$ cat src/rtl/dsa_fetch_unit_simd.sv
// Fetch stage for the SIMD bilinear datapath: maps an output group to source
// coordinates and gathers the four neighbour pixels per lane from a 1-cycle RAM.
module dsa_fetch_unit_simd #(
  parameter int SIMD_WIDTH = 4,
  parameter int ADDR_WIDTH = 18,
  parameter int FRAC_BITS  = 8
) (
  input  logic                            clk,
  input  logic                            rst,
  input  logic                            fetch_req,
  input  logic [15:0]                     base_x,
  input  logic [15:0]                     base_y,
  input  logic [15:0]                     img_width_in,
  input  logic [15:0]                     img_height_in,
  input  logic [15:0]                     img_width_out,
  input  logic [15:0]                     scale_x,
  input  logic [15:0]                     scale_y,
  output logic                            mem_rd,
  output logic [ADDR_WIDTH-1:0]           mem_addr,
  input  logic [7:0]                      mem_rdata,
  output logic [SIMD_WIDTH*32-1:0]        pix_out,
  output logic [SIMD_WIDTH*FRAC_BITS-1:0] frac_x,
  output logic [FRAC_BITS-1:0]            frac_y,
  output logic [SIMD_WIDTH-1:0]           lane_valid,
  output logic                            fetch_done,
  output logic                            busy
);

  localparam int NSLOT  = 4 * SIMD_WIDTH;
  localparam int LANE_W = (SIMD_WIDTH > 1) ? $clog2(SIMD_WIDTH) : 1;
  localparam int CNT_W  = LANE_W + 2;
  localparam int PW     = 16 + FRAC_BITS;

  typedef enum logic [2:0] {S_IDLE, S_CALC, S_ISSUE, S_DRAIN, S_DONE} state_t;

  state_t state_q, state_d;
  logic [CNT_W-1:0] cnt_q, cnt_d;
  logic [15:0] bx_q, bx_d, by_q, by_d, w_q, w_d, h_q, h_d, wout_q, wout_d;
  logic [15:0] sclx_q, sclx_d, scly_q, scly_d;
  logic [SIMD_WIDTH-1:0][15:0] x0_q, x0_d, x1_q, x1_d;
  logic [15:0] y0_q, y0_d, y1_q, y1_d;
  logic [SIMD_WIDTH-1:0][FRAC_BITS-1:0] frac_x_q, frac_x_d;
  logic [FRAC_BITS-1:0] frac_y_q, frac_y_d;
  logic [SIMD_WIDTH-1:0] lane_valid_q, lane_valid_d;
  logic [NSLOT-1:0][7:0] pix_q, pix_d;
  logic cap_en_q, cap_en_d, cap_valid_q, cap_valid_d;
  logic [CNT_W-1:0] cap_idx_q, cap_idx_d;
  logic fetch_done_q, fetch_done_d, busy_q, busy_d;

  function automatic logic [15:0] clamp(input logic [15:0] v, input logic [15:0] mx);
    return (v > mx) ? mx : v;
  endfunction

  function automatic logic [15:0] clamp_inc(input logic [15:0] v, input logic [15:0] mx);
    return (v >= mx) ? mx : v + 16'd1;
  endfunction

  // A zero-sized image collapses every coordinate onto pixel 0.
  logic [15:0] wmax, hmax;
  assign wmax = (w_q == 16'd0) ? 16'd0 : w_q - 16'd1;
  assign hmax = (h_q == 16'd0) ? 16'd0 : h_q - 16'd1;

  logic [SIMD_WIDTH-1:0][15:0] x0_c, x1_c;
  logic [SIMD_WIDTH-1:0][FRAC_BITS-1:0] fx_c;
  logic [SIMD_WIDTH-1:0] lv_c;

  for (genvar gi = 0; gi < SIMD_WIDTH; gi++) begin : g_lane
    logic [31:0]   ox;
    logic [PW-1:0] prod;
    assign ox       = {16'd0, bx_q} + 32'(gi);
    assign prod     = PW'(ox * {16'd0, sclx_q});
    assign x0_c[gi] = clamp(prod[FRAC_BITS +: 16], wmax);
    assign x1_c[gi] = clamp_inc(x0_c[gi], wmax);
    assign fx_c[gi] = prod[FRAC_BITS-1:0];
    assign lv_c[gi] = ox < {16'd0, wout_q};
  end

  logic [PW-1:0] prod_y;
  logic [15:0]   y0_c;
  assign prod_y = PW'({16'd0, by_q} * {16'd0, scly_q});
  assign y0_c   = clamp(prod_y[FRAC_BITS +: 16], hmax);

  // Slot k = lane*4 + neighbour; neighbour bit0 selects x1, bit1 selects y1.
  logic [LANE_W-1:0] lane_idx;
  logic [15:0]       x_sel, y_sel;
  assign lane_idx = cnt_q[CNT_W-1:2];
  assign x_sel    = cnt_q[0] ? x1_q[lane_idx] : x0_q[lane_idx];
  assign y_sel    = cnt_q[1] ? y1_q : y0_q;

  assign mem_rd   = (state_q == S_ISSUE) && lane_valid_q[lane_idx];
  assign mem_addr = (state_q == S_ISSUE)
                  ? ADDR_WIDTH'({16'd0, y_sel} * {16'd0, w_q} + {16'd0, x_sel})
                  : '0;

  always_comb begin
    state_d      = state_q;
    cnt_d        = cnt_q;
    bx_d         = bx_q;
    by_d         = by_q;
    w_d          = w_q;
    h_d          = h_q;
    wout_d       = wout_q;
    sclx_d       = sclx_q;
    scly_d       = scly_q;
    x0_d         = x0_q;
    x1_d         = x1_q;
    y0_d         = y0_q;
    y1_d         = y1_q;
    frac_x_d     = frac_x_q;
    frac_y_d     = frac_y_q;
    lane_valid_d = lane_valid_q;
    pix_d        = pix_q;

    case (state_q)
      S_IDLE: begin
        if (fetch_req) begin
          bx_d    = base_x;
          by_d    = base_y;
          w_d     = img_width_in;
          h_d     = img_height_in;
          wout_d  = img_width_out;
          sclx_d  = scale_x;
          scly_d  = scale_y;
          cnt_d   = '0;
          state_d = S_CALC;
        end
      end
      S_CALC: begin
        x0_d         = x0_c;
        x1_d         = x1_c;
        y0_d         = y0_c;
        y1_d         = clamp_inc(y0_c, hmax);
        frac_x_d     = fx_c;
        frac_y_d     = prod_y[FRAC_BITS-1:0];
        lane_valid_d = lv_c;
        cnt_d        = '0;
        state_d      = S_ISSUE;
      end
      S_ISSUE: begin
        if (cnt_q == CNT_W'(NSLOT - 1)) begin
          cnt_d   = '0;
          state_d = S_DRAIN;
        end else begin
          cnt_d = cnt_q + 1'b1;
        end
      end
      S_DRAIN: state_d = S_DONE;
      S_DONE:  state_d = S_IDLE;
      default: state_d = S_IDLE;
    endcase

    // RAM data returns one cycle after the strobe; skipped lanes capture zero.
    cap_en_d    = (state_q == S_ISSUE);
    cap_idx_d   = cnt_q;
    cap_valid_d = mem_rd;
    if (cap_en_q) begin
      pix_d[cap_idx_q] = cap_valid_q ? mem_rdata : 8'd0;
    end

    fetch_done_d = (state_d == S_DONE);
    busy_d       = (state_d != S_IDLE);
  end

  always_ff @(posedge clk or posedge rst) begin
    if (rst) begin
      state_q      <= S_IDLE;
      cnt_q        <= '0;
      bx_q         <= '0;
      by_q         <= '0;
      w_q          <= '0;
      h_q          <= '0;
      wout_q       <= '0;
      sclx_q       <= '0;
      scly_q       <= '0;
      x0_q         <= '0;
      x1_q         <= '0;
      y0_q         <= '0;
      y1_q         <= '0;
      frac_x_q     <= '0;
      frac_y_q     <= '0;
      lane_valid_q <= '0;
      pix_q        <= '0;
      cap_en_q     <= 1'b0;
      cap_idx_q    <= '0;
      cap_valid_q  <= 1'b0;
      fetch_done_q <= 1'b0;
      busy_q       <= 1'b0;
    end else begin
      state_q      <= state_d;
      cnt_q        <= cnt_d;
      bx_q         <= bx_d;
      by_q         <= by_d;
      w_q          <= w_d;
      h_q          <= h_d;
      wout_q       <= wout_d;
      sclx_q       <= sclx_d;
      scly_q       <= scly_d;
      x0_q         <= x0_d;
      x1_q         <= x1_d;
      y0_q         <= y0_d;
      y1_q         <= y1_d;
      frac_x_q     <= frac_x_d;
      frac_y_q     <= frac_y_d;
      lane_valid_q <= lane_valid_d;
      pix_q        <= pix_d;
      cap_en_q     <= cap_en_d;
      cap_idx_q    <= cap_idx_d;
      cap_valid_q  <= cap_valid_d;
      fetch_done_q <= fetch_done_d;
      busy_q       <= busy_d;
    end
  end

  assign pix_out    = pix_q;
  assign frac_x     = frac_x_q;
  assign frac_y     = frac_y_q;
  assign lane_valid = lane_valid_q;
  assign fetch_done = fetch_done_q;
  assign busy       = busy_q;

endmodule

$ cat config.mk
export PLATFORM = sky130hd
export DESIGN_NAME = dsa_fetch_unit_simd
export DESIGN_NICKNAME = d
export VERILOG_FILES = /design/src/rtl/dsa_fetch_unit_simd.sv
export SDC_FILE = /design/constraint.sdc
export NUM_CORES = 2
export LEC_CHECK = 0
export BUFFER_PORTS_ARGS = -buffer_cell sky130_fd_sc_hd__buf_2
export CORE_MARGIN = 5
export CORE_UTILIZATION = 51
export DETAILED_ROUTE_END_ITERATION = 16
export GPL_ROUTABILITY_DRIVEN = 0
export PLACE_DENSITY = 0.68
export SLEW_MARGIN = 0
export SYNTH_ARGS = -nofsm -noshare
export SYNTH_HDL_FRONTEND = slang
export SYNTH_SLANG_ARGS = --single-unit
$ cat constraint.sdc
create_clock -name clk -period 16.25 [get_ports clk]
set_input_delay 1.625 -clock clk [delete_from_list [all_inputs] [get_ports clk]]
set_output_delay 1.625 -clock clk [all_outputs]
set_load 0.02 [all_outputs]
; Word level (Yosys, flattened, before mapping)
; Cells that the tools add are included.
[word_totals]
reg_bits = 459
output_inout_bits = 193
elab_cells = 127
inputBits = 123
[op_classes]
n_lt_le_gt_ge = 17
multipliers = 6
addsub = 12
eq_ne = 6
reduce_logical = 9
muxes = 31
[ops]
columns = operator, count
row1 = $mux W16, 16
row2 = $bwmux W128, 1
row3 = $add A16 B1 Y16 const B, 5
row4 = $ge A16 B16 Y1, 5
row5 = $gt A16 B16 Y1, 5
row6 = $mul A17 B16 Y24, 3
row7 = $bmux W16 S2, 2
row8 = $lt A17 B16 Y1, 3
row9 = $mul A16 B16 Y24, 2
row10 = $add A16 B2 Y17 const B, 2
row11 = $demux W8 S4, 1
row12 = $logic_not A16 Y1, 2
row13 = $sub A16 B1 Y16 const B, 2
row14 = $add A18 B16 Y18, 1
row15 = $mul A16 B16 Y18, 1
row16 = $mux W18, 1
row17 = $add A16 B1 Y17 const B, 1
row18 = $lt A16 B16 Y1, 1
row19 = $mux W8, 2
row20 = $pmux W3 S4, 1
row21 = $pmux W4 S3, 1
row22 = $mux W4, 2
row23 = $eq A3 B2 Y1 const B, 2
row24 = $mux W3, 2
row25 = other kinds (14), 17

; Logic depth before layout (Yosys ltp)
[logic_depth]
depth_word = 6
ltp_mapped = 54
depth_no_buf = 48

; Least setup slack after synthesis
; Ideal clock, no wire load.
[synth_timing]
kind = register to register
startpoint = reg bx_q[1]
endpoint = reg x1_q[48] in the netlist's numbering
path_stages_with_launch = 51
synth_period_minus_slack_ns = 12.477
arrival_time_ns = 12.343
setup_ns = 0.133
required_time_ns = 16.117
path_slack_ns = 3.773
n_path_buf = 8
cell_sequence = dfrtp_1 clkbuf_1 clkinv_1 ha_1 nand3b_1 or3_1 xnor2_1 clkbuf_1 nand2_1 fa_1 fa_1 fa_1 fa_1 inv_1 fa_1 fa_1 ha_1 a21oi_1 (+15 left out) clkbuf_1 nor2_1 a21oi_1 ha_1 nand2b_1 a21o_1 a21o_1 a21o_1 a21o_1 a21o_1 a211oi_1 o21ai_0 a21oi_1 o21a_1 clkbuf_1 clkbuf_1 mux2i_1 o21ai_0
[synth_between]
elab_chain_cells = 6
elab_cells_between_ends = 7
cone_classes = add/sub (2) / mul (1) / order compare (2) / mux (2)
[synth_lines]
columns = element, line_no
row1 = start: declaration, 38  ; logic [15:0] bx_q, bx_d, by_q, by_d, w_q, w_d, h_q, h_d, wout_q, wout_d;
row2 = start signal: assignment, 168  ; bx_q <= '0;
row3 = start signal: assignment, 191  ; bx_q <= bx_d;
row4 = $add A16 B2 Y17 (*), 70  ; assign ox = {16'd0, bx_q} + 32'(gi);
row5 = $mul A17 B16 Y24 (*), 71  ; assign prod = PW'(ox * {16'd0, sclx_q});
row6 = $gt A16 B16 Y1, 51  ; return (v > mx) ? mx : v;
row7 = $mux W16 (*), 51
row8 = $add A16 B1 Y16 / $ge A16 B16 Y1 (equally long branches), 55  ; return (v >= mx) ? mx : v + 16'd1;
row9 = $mux W16 (*), 55
row10 = end signal: assignment, 176  ; x1_q <= '0;
row11 = end signal: assignment, 199  ; x1_q <= x1_d;
row12 = end: declaration, 40  ; logic [SIMD_WIDTH-1:0][15:0] x0_q, x0_d, x1_q, x1_d;
; Mark *: on every way between the ends. The rest lies on a longest branch, timed or not.
; A chain may end at the register's enable or synchronous reset.

; Final worst setup path
[layout_timing]
startpoint = reg bx_q[1]
endpoint = reg x1_q[53] in the netlist's numbering
; The elaborated chain is that of the path after synthesis.

==> flow_metrics.py <==
metrics = {
    "critical_path": {
        "required_ns": 16.77,
        "worstPathMaxFanout": 35,
        "crit_path_max_incr_delay_ns": 0.92,
        "cp_slowest_cell": "o21a_1",
        "regToRegSetupSlack_ns": 3.45,
        "path_class": "reg -> reg",
        "cp_common_cell": "fa_1",
        "worstReg2RegEnd": "x1_q[53]$_DFFE_PP0P_",
        "end_kind": "flip-flop",
        "worstSetupStartpointType": "flip-flop",
        "reg2reg_depth": 42,
        "path_buf_inv": 5,
        "rr_startpoint": "bx_q[1]$_DFFE_PP0P_",
        "crit_arrival_ns": 13.32,
        "crit_family": "compound AO/OA/AOI/OAI gates",
    },
    "clock_network": {
        "cts_buffers": 55,
        "cts_max_level": 2,
        "cts-root-buf": "clkbuf_16",
        "cts_tree": "yes",
        "cts.clk_slew.worst_paths_ns": 0.06,
        "clk_latency_ns": 0.69,
        "cts_hold_buf": 0,
        "postCtsSetupBuffers": 0,
        "cts.sinks": 457,
        "cts_resized": 0,
        "cts_buffer_depth": 3,
    },
    "timing": {
        "worst_pin_slew_ns": 1.180,
        "fin_ws_ns": 3.450,
        "rsz0062_at_grt": "no",
        "relSlewSlack_pct": 21.33,
        "fmax_ghz": 0.07813,
        "clock_skew_ns": 0.02545,
        "post-route-period-util_pct": 78.77,
        "final-hold-violation-count": 0,
        "finalSetupViolations": 0,
        "final_max_slew_viol_count": 0,
        "period_needed_ns": 12.80,
        "finalSetupTns_ns": 0,
    },
    "drt": {
        "post-route-drc-count": 0,
        "wl_per_cell_um": 21.06,
        "ant_nets": 0,
        "viasPerCell": 5.626,
        "dr_total_vias": 53230,
        "drt_iter0_markers": 4297,
        "drt_wl_total_mm": 199.3,
        "dr.pass1.iters": 7,
    },
    "placement": {
        "dp_cells": 9352,
        "place_area_um2": 71030,
        "hpwlAfterDp_mm": 153.0,
        "place_ws_ns": 3.746,
        "portBuffers": 315,
    },
    "yosys": {
        "synthCells": 7538,
        "synthTopCellsByArea": "fa_1 (29%), dfrtp_1 (17%), ha_1 (12%), nand2_1 (7.1%), inv_1 (7.1%)",
        "yosysSeqAreaShare_pct": 16.88,
        "synth-seq-cells": 457,
        "async_flop_share_pct": 100.0,
        "synth-main-ff-cell": "dfrtp_1",
        "syn_nets": 9267,
        "synth_area_per_cell_um2": 8.985,
        "netlist_area_um2": 67730,
        "yosysWarnings": 0,
        "yosysTopAreaCellShare_pct": 29.00,
        "synth_top_area_cell": "fa_1",
        "ys_types": 90,
        "synth_edf_count": 0,
    },
    "hold_path": {
        "worstHoldStart": "frac_y[0]$_DFFE_PP0P_",
        "whs_path_depth": 2,
        "min_to": "frac_y[0]$_DFFE_PP0P_",
        "hold_path_class": "reg -> reg",
    },
    "die": {
        "ioPinCount": 316,
        "initial_core_util_pct": 51.39,
        "core_um2": 131800,
        "die_h_um": 374.4,
        "core.rowCount": 133,
        "die_w_um": 374.4,
        "die_area_um2": 140200,
    },
    "global_route": {
        "antenna_found_initial": 7,
        "grt_pass1_vias": 55540,
        "track_usage_pct": 28.38,
        "grt-ovfl-total": 0,
        "grt_max_degree": 165,
        "grt_first_pass_wirelength_mm": 315.5,
    },
    "status": {
        "status": "completed",
    },
    "final_layout": {
        "drive_gt1_share_pct": 10.43,
        "fillers": 11860,
        "syn2layout_area_growth_pct": 7.814,
        "seqCellArea_um2": 11450,
        "layout.cells.non_filler": 9462,
        "multiInputGateArea_um2": 50070,
        "fin_area_um2": 73020,
        "fin_nets": 9383,
    },
    "job": {
        "drv_cap": 0,
    },
}
flip-flops by register name, summed over array words and instances (netlist names), 30 cells and up:
signal and count:
pix_out 128, x0_q 64, x1_q 64, frac_x 30
worst min-delay path: stages, from the launching register on:
cell and delay, ns:
dfrtp_1 0.34, nand2_1 0.05, nand2_1 0.05
layout by cell type, fill, tap and decap left out, types with 31 or more instances in the layout:
cell	instances
a211oi_1	34
a21o_1	89
a21oi_1	198
and2_1	461
buf_2	315
buf_4	114
clkbuf_16	55
dfrtp_1	445
fa_1	981
ha_1	625
inv_1	1284
mux2_2	198
mux2i_1	67
mux4_2	33
nand2_1	1286
nand3_1	50
nand4_1	33
nor2_1	225
nor2b_1	70
nor3_1	41
o21a_1	40
o21ai_0	296
o21ai_1	31
xnor2_1	230
xor2_1	93
kinds of logic (layout without fill, tap and decap cells):
kind of cell	count (synthesis)	count (layout)	synth area share (%)
compound gates	859	859	7.722
xor+xnor	325	325	4.243
fa+ha+maj	1606	1606	40.54
buf+inv	1663	1825	9.242
flops	457	457	16.88
mux	298	298	5.380
other cells	0	7	0
simple gates	2330	2330	15.99
cell usage after synthesis, types with 40 or more instances:
library cell / instances
a21o_1: 89
nor2_1: 225
nor3_1: 41
o21ai_0: 297
xnor2_1: 230
and2_1: 461
mux2_2: 198
inv_1: 1285
nor2b_1: 70
a21oi_1: 198
o21a_1: 40
nand3_1: 50
xor2_1: 93
dfrtp_1: 457
mux2i_1: 67
ha_1: 625
clkbuf_1: 334
nand2_1: 1286
fa_1: 981
area by class of cell:
type / count / share of cell area [%]
Clock inverter: 34 / 0.6528
Antenna cell: 7 / 0.02399
Tap cell: 1755 / 3.007
Inverter: 1292 / 6.652
Timing Repair Buffer: 430 / 3.358
Multi-Input combinational cell: 5418 / 68.57
Clock buffer: 69 / 2.053
Sequential cell: 457 / 15.68
through the flow:
step	hold WS, ns	utilization [%]
2_1_floorplan	0.3519	-
3_3_place_gp	0.4476	53.89
3_5_place_dp	0.4508	53.89
4_1_cts	0.4643	55.39
5_1_grt	0.4905	55.39
6_report	0.4618	55.40
per-layer routing:
metal  track usage, %  vias up  routed length, um
li1                 -    23800                  -
met5                0        -                  0
met2            45.31     2341              89430
met3            6.447      506              18640
met1            38.30    26590              82640
met4            9.853        0               8540
how the worst max path moves through the flow:
| stage | startpoint | end | slack, ns | cells after the start |
|---|---|---|---|---|
| floorplan | rst | busy$_DFF_PP0_ | 1.88 | 1 |
| global placement | bx_q[1]$_DFFE_PP0P_ | x1_q[48]$_DFFE_PP0P_ | 4.09 | 44 |
| detailed placement | bx_q[1]$_DFFE_PP0P_ | x1_q[53]$_DFFE_PP0P_ | 3.75 | 44 |
| CTS | bx_q[1]$_DFFE_PP0P_ | x1_q[53]$_DFFE_PP0P_ | 3.68 | 42 |
| global route | bx_q[1]$_DFFE_PP0P_ | x1_q[48]$_DFFE_PP0P_ | 2.74 | 44 |
| finish | bx_q[1]$_DFFE_PP0P_ | x1_q[53]$_DFFE_PP0P_ | 3.45 | 42 |
Power is left out: the tool's default activity adds up to more than one toggle a clock period on the data nets, which glitch-free logic cannot reach.
